[src/rtl/uart_tx_fifo.sv]
// uart_tx_fifo: byte FIFO feeding uart_tx over its start/busy handshake.
// Host writes are buffered; one frame is launched at a time.
module uart_tx_fifo #(
  parameter int DEPTH       = 16,
  parameter int ADDR_W      = 4,
  parameter int ACK_TIMEOUT = 4
) (
  input  logic              clk,
  input  logic              rst,
  input  logic              wr_en,
  input  logic [7:0]        wr_data,
  output logic              full,
  output logic              empty,
  output logic [ADDR_W:0]   count,
  output logic              overflow,
  output logic              ack_err,
  output logic              tx_start,
  output logic [7:0]        tx_data,
  input  logic              tx_busy,
  output logic              idle
);

  localparam int AW = $clog2(ACK_TIMEOUT + 1);
  localparam logic [AW-1:0] ACK_MAX = AW'(ACK_TIMEOUT);
  localparam logic [ADDR_W:0] CNT_FULL = (ADDR_W+1)'(DEPTH);

  typedef enum logic [1:0] {
    IDLE,
    ISSUE,
    ACK,
    DRAIN
  } state_e;

  logic [7:0]        mem_q [DEPTH];
  logic [ADDR_W-1:0] wr_ptr_q, wr_ptr_d;
  logic [ADDR_W-1:0] rd_ptr_q, rd_ptr_d;
  logic [ADDR_W:0]   count_q, count_d;
  logic              overflow_q, overflow_d;
  logic              ack_err_q, ack_err_d;
  logic              tx_start_q, tx_start_d;
  logic [7:0]        tx_data_q, tx_data_d;
  logic [AW-1:0]     ack_cnt_q, ack_cnt_d;
  logic [AW-1:0]     ack_nxt;
  state_e            state_q, state_d;
  logic              wr_acc;
  logic              pop;

  assign full     = (count_q == CNT_FULL);
  assign empty    = (count_q == '0);
  assign count    = count_q;
  assign overflow = overflow_q;
  assign ack_err  = ack_err_q;
  assign tx_start = tx_start_q;
  assign tx_data  = tx_data_q;
  assign idle     = empty && (state_q == IDLE);
  assign ack_nxt  = ack_cnt_q + 1'b1;

  // Next-state: FIFO bookkeeping plus the launch/ack FSM.
  always_comb begin
    wr_ptr_d   = wr_ptr_q;
    rd_ptr_d   = rd_ptr_q;
    count_d    = count_q;
    overflow_d = overflow_q;
    ack_err_d  = ack_err_q;
    tx_start_d = 1'b0;
    tx_data_d  = tx_data_q;
    ack_cnt_d  = ack_cnt_q;
    state_d    = state_q;
    pop        = 1'b0;
    wr_acc     = wr_en && !full;

    if (wr_acc) wr_ptr_d = wr_ptr_q + 1'b1;
    if (wr_en && full) overflow_d = 1'b1;

    unique case (state_q)
      IDLE: begin
        if (!empty && !tx_busy) begin
          pop        = 1'b1;
          tx_data_d  = mem_q[rd_ptr_q];
          rd_ptr_d   = rd_ptr_q + 1'b1;
          tx_start_d = 1'b1;
          state_d    = ISSUE;
        end
      end
      ISSUE: begin
        ack_cnt_d = '0;
        state_d   = ACK;
      end
      ACK: begin
        if (tx_busy) begin
          state_d = DRAIN;
        end else begin
          ack_cnt_d = ack_nxt;
          if (ack_nxt == ACK_MAX) begin
            ack_err_d = 1'b1;
            state_d   = IDLE;
          end
        end
      end
      DRAIN: begin
        if (!tx_busy) state_d = IDLE;
      end
      default: state_d = IDLE;
    endcase

    unique case ({wr_acc, pop})
      2'b10:   count_d = count_q + 1'b1;
      2'b01:   count_d = count_q - 1'b1;
      default: count_d = count_q;
    endcase
  end

  // Storage array; contents deliberately not reset.
  always_ff @(posedge clk) begin
    if (wr_acc) mem_q[wr_ptr_q] <= wr_data;
  end

  // State registers with synchronous reset.
  always_ff @(posedge clk) begin
    if (rst) begin
      wr_ptr_q   <= '0;
      rd_ptr_q   <= '0;
      count_q    <= '0;
      overflow_q <= 1'b0;
      ack_err_q  <= 1'b0;
      tx_start_q <= 1'b0;
      tx_data_q  <= 8'h00;
      ack_cnt_q  <= '0;
      state_q    <= IDLE;
    end else begin
      wr_ptr_q   <= wr_ptr_d;
      rd_ptr_q   <= rd_ptr_d;
      count_q    <= count_d;
      overflow_q <= overflow_d;
      ack_err_q  <= ack_err_d;
      tx_start_q <= tx_start_d;
      tx_data_q  <= tx_data_d;
      ack_cnt_q  <= ack_cnt_d;
      state_q    <= state_d;
    end
  end

endmodule
[config.mk]
export PLATFORM = sky130hd
export DESIGN_NAME = uart_tx_fifo
export DESIGN_NICKNAME = d
export VERILOG_FILES = /design/src/rtl/uart_tx_fifo.sv
export SDC_FILE = /design/constraint.sdc
export NUM_CORES = 1
export LEC_CHECK = 0
export ABC_AREA = 1
export ABC_CLOCK_PERIOD_IN_PS = 2600
export CAP_MARGIN = 0
export CORE_ASPECT_RATIO = 0.5
export CORE_MARGIN = 10
export CORE_UTILIZATION = 60
export CTS_BUF_LIST = sky130_fd_sc_hd__clkbuf_2 sky130_fd_sc_hd__clkbuf_4 sky130_fd_sc_hd__clkbuf_8
export CTS_CLUSTER_DIAMETER = 120
export CTS_CLUSTER_SIZE = 25
export DETAILED_ROUTE_END_ITERATION = 10
export PLACE_DENSITY = 0.79
export RECOVER_POWER = 25
export SLEW_MARGIN = 20
export SYNTH_ARGS = -nofsm -noshare
export SYNTH_HDL_FRONTEND = slang
export SYNTH_SLANG_ARGS = --single-unit
[constraint.sdc]
create_clock -name clk -period 2.6 [get_ports clk]
set_input_delay 0.39 -clock clk [delete_from_list [all_inputs] [get_ports clk]]
set_output_delay 0.39 -clock clk [all_outputs]
set_load 0.02 [all_outputs]
Word level (Yosys, flattened, before mapping) --
Memories as Yosys holds them, arrays and structs flattened. A register that Yosys moved wholly into a read port is not among the register bits. Index checks and enable logic that the tools add are counted.
Operators by class: $add $sub $neg 5, eq/ne operators 11, bitwise operators 1, reduce and logical (&&, ||, !) cells 15, mux-type cells 12
Operators with widths (count):
- 5-bit one-hot mux with 2 select lines | 1
- 4-bit by 1-bit adder with 4-bit output, second input constant | 2
- 2-bit two-way mux | 4
- 2-bit one-hot mux with 4 select lines | 1
- 2-bit == test, second input constant | 3
- 3-bit one-hot mux with 2 select lines | 1
- 3-bit AND reduction | 2
- 5-bit by 1-bit adder with 5-bit output, second input constant | 1
- 5-bit == test, second input constant | 1
- 5-bit logical NOT | 1
- 5-bit by 1-bit subtractor with 5-bit output, second input constant | 1
- 2-bit by 1-bit == test with 1-bit output, second input constant | 2
- 1-bit logical AND | 4
- 1-bit two-way mux | 4
- 2-bit inequality test, second input constant | 2
- 2-bit AND reduction | 2
- 2-bit nonzero test | 2
- 3-bit by 1-bit adder with 3-bit output, second input constant | 1
- 3-bit == test, second input constant | 1
- 1-bit logical NOT | 3
- 3-bit two-way mux | 1
- 3-bit inequality test, second input constant | 1
- 2-bit logical NOT | 1
- 2-bit by 1-bit inequality test with 1-bit output, second input constant | 1
- 1-bit NOT | 1
Storage, ports and cells: memories kept 1, register bits after elaboration 21, word-level logic and storage cells 53, memory bits (writable) 128, input port bits 12
Memory list:
- mem_q | words 16, bits a word 8, rd ports 1, clocked after memory_dff 1, write ports 1, RTL line 34 | logic [7:0] mem_q [DEPTH];

Logic depth before layout (Yosys ltp) --
Gate-level depths: netlist of the first run.
depth after elaboration 7, depth in mapped cells 17

Worst setup path after synthesis of the first run --
OpenSTA, ideal clock, no wires.
path type reg-to-reg, start reg count_q[2] (netlist: count[2]), end reg count_q[4] (netlist: count[4]), period minus slack after synthesis 2.175 ns, cell stages (with the launch flop) 16, buffers on the path 1, data arrival time 2.043 ns, setup slack 0.425 ns, library setup time 0.132 ns, cell sequence dfxtp_1 -> inv_1 -> nand4_2 -> nand2_2 -> inv_2 -> buf_4 -> ha_1 -> xor2_1 -> ha_1 -> inv_1 -> nand2_1 -> nand3_1 -> nand3b_1 -> nand2_1 -> nand2_1 -> a21oi_1
Between the ends: word-level cells in the longest chain between the ends 7, elaborated cells between the ends (all ways) 14
RTL lines:
- start, declared | RTL line 37 | logic [ADDR_W:0] count_q, count_d;
- start signal, assigned | RTL line 133 | count_q <= count_d;
- 5-bit logical NOT (*) | RTL line 49 | assign empty = (count_q == '0);
- 1-bit logical NOT (*) | RTL line 77 | if (!empty && !tx_busy) begin
- 1-bit logical AND (*) | RTL line 77
- 1-bit two-way mux (*) | RTL line 77
- 1-bit two-way mux (*) | RTL line 75 | unique case (state_q)
- named net pop | RTL line 46 | logic pop;
- 2-bit by 1-bit == test with 1-bit output or 2-bit == test (tied branches) | RTL line 106 | unique case ({wr_acc, pop})
- 5-bit one-hot mux with 2 select lines or 2-bit nonzero test (tied branches)
Mark *: on every way through the listed nets, which the timed path passes. The rest lies on a longest branch. A chain may end at the register's enable or synchronous reset.

Worst setup path after layout of the first run --
start reg count_q[1] (netlist: count[1]), end reg count_q[4] (netlist: count[4])
Between the ends: word-level cells in the longest chain between the ends 7, elaborated cells between the ends (all ways) 14
RTL lines (RTL line):
- 5-bit logical NOT | 49
- 1-bit logical NOT | 77
- 1-bit logical AND | 77
- 1-bit two-way mux | 77
- 1-bit two-way mux | 75
- 2-bit by 1-bit == test with 1-bit output or 2-bit == test (tied branches) | 106
- 5-bit one-hot mux with 2 select lines or 2-bit nonzero test (tied branches)
Parallel ways exist; a longest one is shown, timed or not.

==> results by group, run 1 <==
Run status
  – Outcome: finished clean

Job
  – Maxcap violations: 0

Synth
  – Distinct cell type count after synthesis: 28
  – Main synth FF type: edfxtp_1
  – Mux cell area share after synthesis: 0%
  – Top cells by area, synth: edfxtp_1, nand2_1, dfxtp_1
  – Synthesized area per cell: 9.62 um^2
  – Ys async rst share: 0%
  – Ys Warns: 0
  – Cells after Synth: 722
  – Simple-Gate Fraction of Synth Area: 23.2%
  – Syn nets: 745
  – Register area share after synthesis: 63.7%
  – Synth area leader: edfxtp_1
  – Top cell type's share of synthesized area: 55.3%
  – Largest family of logic cells by synthesized area: simple AND/OR/NAND/NOR gates
  – EDFF count, synth: 128
  – #FFs+latches synth: 157
  – Synth Area in Compound Gates: 2.23%
  – Synth Cell Area: 6950 um^2
  – Synthesized-area fraction occupied by adder cells: 1.98%
  – Post-Synth XOR/XNOR Area: 0.883%

STA
  – RSZ-0062 raised after global routing: no
  – Max Fclk: 0.439 GHz
  – Period utilization: 87.6%
  – Setup_tns: 0 ps
  – Crit path time final: 2280 ps
  – Clk_skew: 12.2 ps
  – Slew Limit Fails: 0
  – Final hold viol count: 0
  – Relative slew slack: 51.5%
  – Final setup fails: 0
  – Tightest Pin Transition: 727 ps

Floorplanning
  – Initial Util: 62.3%
  – Die Area: 16,500 um^2
  – Core Rows: 27
  – Io pins: 31
  – CORE AREA: 11,100 um^2
  – Die height: 96.1 um
  – Chip width: 172 um

Power
  – P_int: 4.53 mW
  – Sw frac: 36.3%
  – Pwr dens: 908 nW/um^2
  – Worst IR drop on VDD: 0.750 mV
  – Comb power frac: 33.3%
  – Sequential group share of total power: 42.2%
  – Clk pwr share: 24.4%
  – NetSw: 2.58 mW
  – Pleak: 3.37 nW
  – Tot Pwr: 7.10 mW

Routing
  – Final WL: 15,400 um
  – Vias: 5,007
  – Post-DRT Antenna Nets: 0
  – Routed length per placed instance: 16.6 um
  – Vias per cell: 5.42
  – Pre-antenna DRT Iters: 5
  – DRC Markers: 0
  – Initial drt markers: 560

Worst setup path
  – CP Class: reg -> reg
  – Critical path launch point type: register
  – Crit path required time: 2980 ps
  – Crit. Startpoint: count[1]
  – R2r setup slk: 320 ps
  – CP arrival: 2660 ps
  – Crit Path Max Fanout: 7
  – Crit Reg-Reg Startpoint: count[1]
  – Critical Path Sink Type: register

Clocking
  – Cts repair resizes: 0
  – Clk_lat worst skew: 450 ps
  – Root Buffer: clkbuf_8
  – Clk sink count: 157
  – Clock tree buffer depth: 2
  – CTS buffer count: 17
  – Hold buffers post-CTS: 0
  – Post-CTS Setup Repair Bufs: 0
  – CTS tree: yes
  – Clk slew on worst S/H paths: 80 ps
  – H-tree depth: 4

Finish
  – Area Overhead vs Synth: 12.6%
  – ANT cells: 0
  – Layout cells sized above 1: 8.48%
  – Final #Nets: 789

Worst hold path
  – Tightest Hold Check Type: reg -> reg
  – HP Start: ack_cnt_q[2]

Global routing
  – Initial antenna violation count: 0
  – Overall Global Routing Usage: 19.2%
  – Vias in the first global route: 4,729
  – Largest net degree at the start of global routing: 67
  – GR Overflow Total: 0
  – Global-route wire length before repair: 23,900 um

Placed design
  – RePlAce Congestion: 0.917
  – Post-DP HPWL: 9850 um
  – PortBufs: 30
[worst max-delay path: stages (launching register included)]
cell and delay (ps):
dfxtp_1 370, nor2_2 150, nand4_2 130, nand2_1 250, inv_2 70, ha_1 270
ha_1 350, inv_1 70, o21bai_1 150, inv_1 80, nand2_1 60, nand2_1 50
nand2_1 60, nand2_1 40, a21oi_1 110
[layout make-up]
type / instances / area (um^2)
well taps: 145 / 181
fillers: 812 / 3330
repair buffers: 54 / 493
inverters: 102 / 383
clock inverters: 12 / 124
flip-flops and latches: 157 / 4430
clock buffers: 19 / 249
multi-input cells: 434 / 1960
[through the flow]
stage	instance area, um^2	util (%)	setup WS [ps]	hold WS (ps)	std cells
after global routing	7820	70.1	78.8	517	923
after CTS	7820	70.2	336	482	923
after global placement	7450	66.8	241	453	892
after detailed placement	7450	66.8	156	461	892
after floorplan	6950	-	425	452	722
final	7820	70.1	324	481	923
[kinds of logic (layout without fill, tap and decap cells)]
family / after synthesis / in the layout
AND/OR/NAND/NOR: 387 / 387
flip-flops: 157 / 157
buffers and inverters: 131 / 187
AO/OA/AOI/OAI: 29 / 29
adder cells (fa/ha/maj): 11 / 11
XOR/XNOR: 7 / 7
[metal layers]
| layer | part of all wire, % | vias up | global-route usage (%) |
|---|---|---|---|
| met5 | 0 | - | 0 |
| met4 | 1.5 | 0 | 6.99 |
| met3 | 10 | 23 | 5.43 |
| met2 | 48 | 226 | 31.6 |
| met1 | 40 | 2346 | 24.2 |
| li1 | - | 2412 | - |
[power by group through the flow]
stage                     logic [mW]  registers, mW  clock network, mW
after floorplan                 1.51           3.15                  0
after global placement          2.29           3.05                  0
after detailed placement        2.34           3.05                  0
after CTS                       2.36           3.00               1.74
after global routing            2.64           3.02               1.86
final                           2.37           3.00               1.73
[synthesized netlist by cell type (2+ instances only)]
cell type and number:
clkinv_1 2, nand3_1 98, inv_2 5, xor2_1 6
buf_6 2, nand2_1 238, a21oi_1 16, ha_1 11
inv_1 95, buf_2 15, o21ai_0 9, clkbuf_1 4
buf_4 8, dfxtp_1 29, nor2_1 41, edfxtp_1 128
nand2_2 3, nand4_1 2
[registers in the layout (all words and copies together) (netlist names), 2 cells and up]
register	count
ack_cnt_q	3
count	5
mem_q	128
rd_ptr_q	4
state_q	2
tx_data	8
wr_ptr_q	4
[cell usage in the layout (no fill, tap or decap)]
cell type	instances
nand2_2	2
edfxtp_1	128
dlygate4sd3_1	6
nor2_2	1
buf_12	1
xnor2_1	1
clkbuf_4	2
nor3b_2	1
clkbuf_8	17
nand2_1	239
a21oi_2	1
nand3b_1	1
dfxtp_2	1
clkinv_2	4
a31oi_1	1
nor3_1	1
inv_2	5
clkinv_1	3
nor2_1	41
inv_1	95
buf_4	23
clkinv_4	2
clkdlybuf4s50_1	24
a21boi_0	1
nand4_2	1
o21bai_1	1
o21ai_0	9
nand3_1	98
a21oi_1	16
bufinv_16	2
ha_1	11
nand4_1	2
xor2_1	6
dfxtp_1	28
clkinvlp_4	3
[worst paths after layout]
check                                     to  depth (start not counted)
worst max-delay path                count[4]                         14
worst min-delay path            ack_cnt_q[2]                          2
worst max register to register      count[4]                         14
worst min register to register  ack_cnt_q[2]                          2
Power figures use the tool's default switching activity.
==> run 2: changes to the inputs <==
--- a/config.mk
+++ b/config.mk
@@ -7,7 +7,6 @@
 export LEC_CHECK = 0
 export ABC_AREA = 1
 export ABC_CLOCK_PERIOD_IN_PS = 2600
-export CAP_MARGIN = 0
 export CORE_ASPECT_RATIO = 0.5
 export CORE_MARGIN = 10
 export CORE_UTILIZATION = 60
@@ -15,9 +14,10 @@
 export CTS_CLUSTER_DIAMETER = 120
 export CTS_CLUSTER_SIZE = 25
 export DETAILED_ROUTE_END_ITERATION = 10
+export GPL_TIMING_DRIVEN = 0
 export PLACE_DENSITY = 0.79
 export RECOVER_POWER = 25
-export SLEW_MARGIN = 20
+export SLEW_MARGIN = 15
 export SYNTH_ARGS = -nofsm -noshare
 export SYNTH_HDL_FRONTEND = slang
 export SYNTH_SLANG_ARGS = --single-unit
==> run 2 against run 1 <==
Largest power group unchanged. Core utilization rose by 0.21 points. Critical path depth is 2 higher. Design area grew 0.30%. Sequential share of layout area down 0.19 points.
==> results by group, run 2 (same netlist as run 1, synthesis figures left out) <==
Worst setup path
  – Critical path launch point type: register
  – Critical Path Sink Type: register
  – CP arrival: 2760 ps (+100 ps)
  – Crit path required time: 2980 ps (about the same)
  – CP max stage cell: dfxtp_1
  – R2r setup slk: 220 ps (-100 ps)
  – Slowest cell delay on critical path: 410 ps (+40 ps)
  – R2r endpoint: count[4]
  – Most common cell on crit path: nand2_1
  – Crit Reg-Reg Startpoint: count[2]
  – Cells along the critical path: inv_1 > nand4_2 > nand2_2 > inv_2 > buf_4 > ha_4 > xor2_1 > ha_1 > inv_1 > nand2_1 > nand3_1 > nand2_1 > nand2_1 > nand2_1 > nand2_1 > a21oi_1
  – Reg2reg path depth: 16 (+2)
  – Crit Path Max Fanout: 11 (+4)
  – CP Class: reg -> reg
  – CP delay by family, top: simple AND/OR/NAND/NOR gates
  – Critical path buffer and inverter count: 4 (+1)
  – Worst path depth: 16 (+2)
  – Crit. Startpoint: count[2]

Global routing
  – GR Overflow Total: 0 (unchanged)
  – Initial antenna violation count: 0 (unchanged)
  – Vias in the first global route: 4,861 (+2.8%)
  – Largest net degree at the start of global routing: 17 (-75%)
  – Global-route wire length before repair: 25,400 um (+6.1%)
  – Overall Global Routing Usage: 20.6% (+1.4 points)

Placed design
  – Post-DP HPWL: 11,300 um (+15%)
  – RePlAce Congestion: 0.999 (+8.9%)
  – PortBufs: 30 (unchanged)
  – Pre-CTS setup slack: -192 ps (-348 ps)
  – Area post-placement: 7430 um^2 (-0.29%)

STA
  – Hold WS: 481 ps (-0.375 ps)
  – RSZ-0062 raised after global routing: no
  – Max Fclk: 0.420 GHz (-4.4%)
  – Tightest Pin Transition: 880 ps (+153 ps)
  – Final hold viol count: 0 (unchanged)
  – Relative slew slack: 41.1% (-10 points)
  – Min setup slack post-route: 219 ps (-104 ps)
  – Clk_skew: 7.71 ps (-4.53 ps)
  – Setup_tns: 0 ps (unchanged)
  – Slew Limit Fails: 0 (unchanged)
  – Final setup fails: 0 (unchanged)
  – Period utilization: 91.6% (+4.0 points)
  – Crit path time final: 2380 ps (+104 ps)

Finish
  – Commonest non-fill, non-tap cells in the layout: nand2_1, edfxtp_1, nand3_1, inv_1, nor2_1
  – Area Overhead vs Synth: 12.9%
  – Most flop-heavy register: mem_q
  – Commonest non-fill, non-tap cell in the layout: nand2_1
  – Layout cells sized above 1: 8.80% (+0.32 points)
  – Final #Nets: 794 (+0.63%)
  – ANT cells: 0 (unchanged)
  – Final core utilization: 70.4% (+0.21 points)
  – Filler cell count: 816 (+0.49%)
  – Fin area: 7840 um^2 (+0.30%)
  – Max FFs per register: 128 (unchanged)

Clocking
  – Clock tree buffer depth: 2 (unchanged)
  – Hold buffers post-CTS: 0 (unchanged)
  – Cts repair resizes: 0 (unchanged)
  – Clk sink count: 157 (unchanged)
  – Root Buffer: clkbuf_8
  – CTS buffer count: 17 (unchanged)
  – CTS tree: yes
  – Clk slew on worst S/H paths: 80 ps (about the same)
  – Clk_lat worst skew: 450 ps (about the same)
  – H-tree depth: 4 (unchanged)
  – Post-CTS Setup Repair Bufs: 0 (unchanged)

Power
  – Pleak: 3.36 nW (about the same)
  – Worst IR drop on VDD: 0.633 mV (-16%)
  – Pwr dens: 948 nW/um^2 (+4.4%)

Floorplanning
  – Core Rows: 27 (unchanged)
  – Die Area: 16,500 um^2 (unchanged)
  – Chip width: 172 um (unchanged)
  – CORE AREA: 11,100 um^2 (unchanged)
  – Die height: 96.1 um (unchanged)
  – Io pins: 31 (unchanged)
  – Initial Util: 62.3% (unchanged)

Run status
  – Outcome: finished clean

Worst hold path
  – Hold depth: 2 (unchanged)
  – Worst hold endpoint: ack_cnt_q[2]
  – Tightest Hold Check Type: reg -> reg
  – HP Start: ack_cnt_q[2]

Routing
  – Pre-antenna DRT Iters: 7 (+2)
  – Vias: 5,092 (+1.7%)
  – Routed length per placed instance: 17.8 um (+6.9%)
  – DRC Markers: 0 (unchanged)
  – Final WL: 16,500 um (+7.6%)
  – Vias per cell: 5.48 (+1.0%)
  – Post-DRT Antenna Nets: 0 (unchanged)
  – Initial drt markers: 701 (+25%)

Job
  – Maxcap violations: 0 (unchanged)
run 2: area by class of cell:
class	count	area [um^2]	area share, %
timing repair buffer	30	300	3.83
sequential	157	4420	56.4
tap	145	181	2.31
clock buffer	20	256	3.27
multi-input combinational	434	1980	25.2
inverter	102	383	4.88
buffer	29	173	2.20
clock inverter	12	146	1.87
run 2: per-layer routing:
metal | part of all wire [%] | GRT usage [%] | up-vias
met5 | 0 | 0 | -
met4 | 2.4 | 7.77 | 0
met3 | 11 | 5.39 | 41
met2 | 45 | 32.4 | 244
met1 | 42 | 27.2 | 2387
li1 | - | - | 2420
run 2: worst max-delay path by stage:
stage                to
5_1_grt        count[4]
3_5_place_dp   count[4]
6_report       count[4]
2_1_floorplan  count[4]
3_3_place_gp   count[4]
4_1_cts        count[4]
run 2: stage by stage:
stage          std cells  total power [mW]
2_1_floorplan        722              4.65
3_3_place_gp         897              5.49
3_5_place_dp         897              5.55
4_1_cts              929              7.39
5_1_grt              929              7.80
6_report             929              7.44
run 2: power breakdown:
group / internal (mW) / leakage, nW / switching, mW
Sequential: 2.89 / 1.39 / 0.114
Clock: 0.973 / 0.204 / 0.896
Combinational: 0.867 / 1.77 / 1.70
Total: 4.73 / 3.36 / 2.71
run 2: tightest hold or removal path, cell delays in order, from the launching register on:
cell	delay [ps]
dfxtp_1	320
nand2_1	60
a21oi_1	50
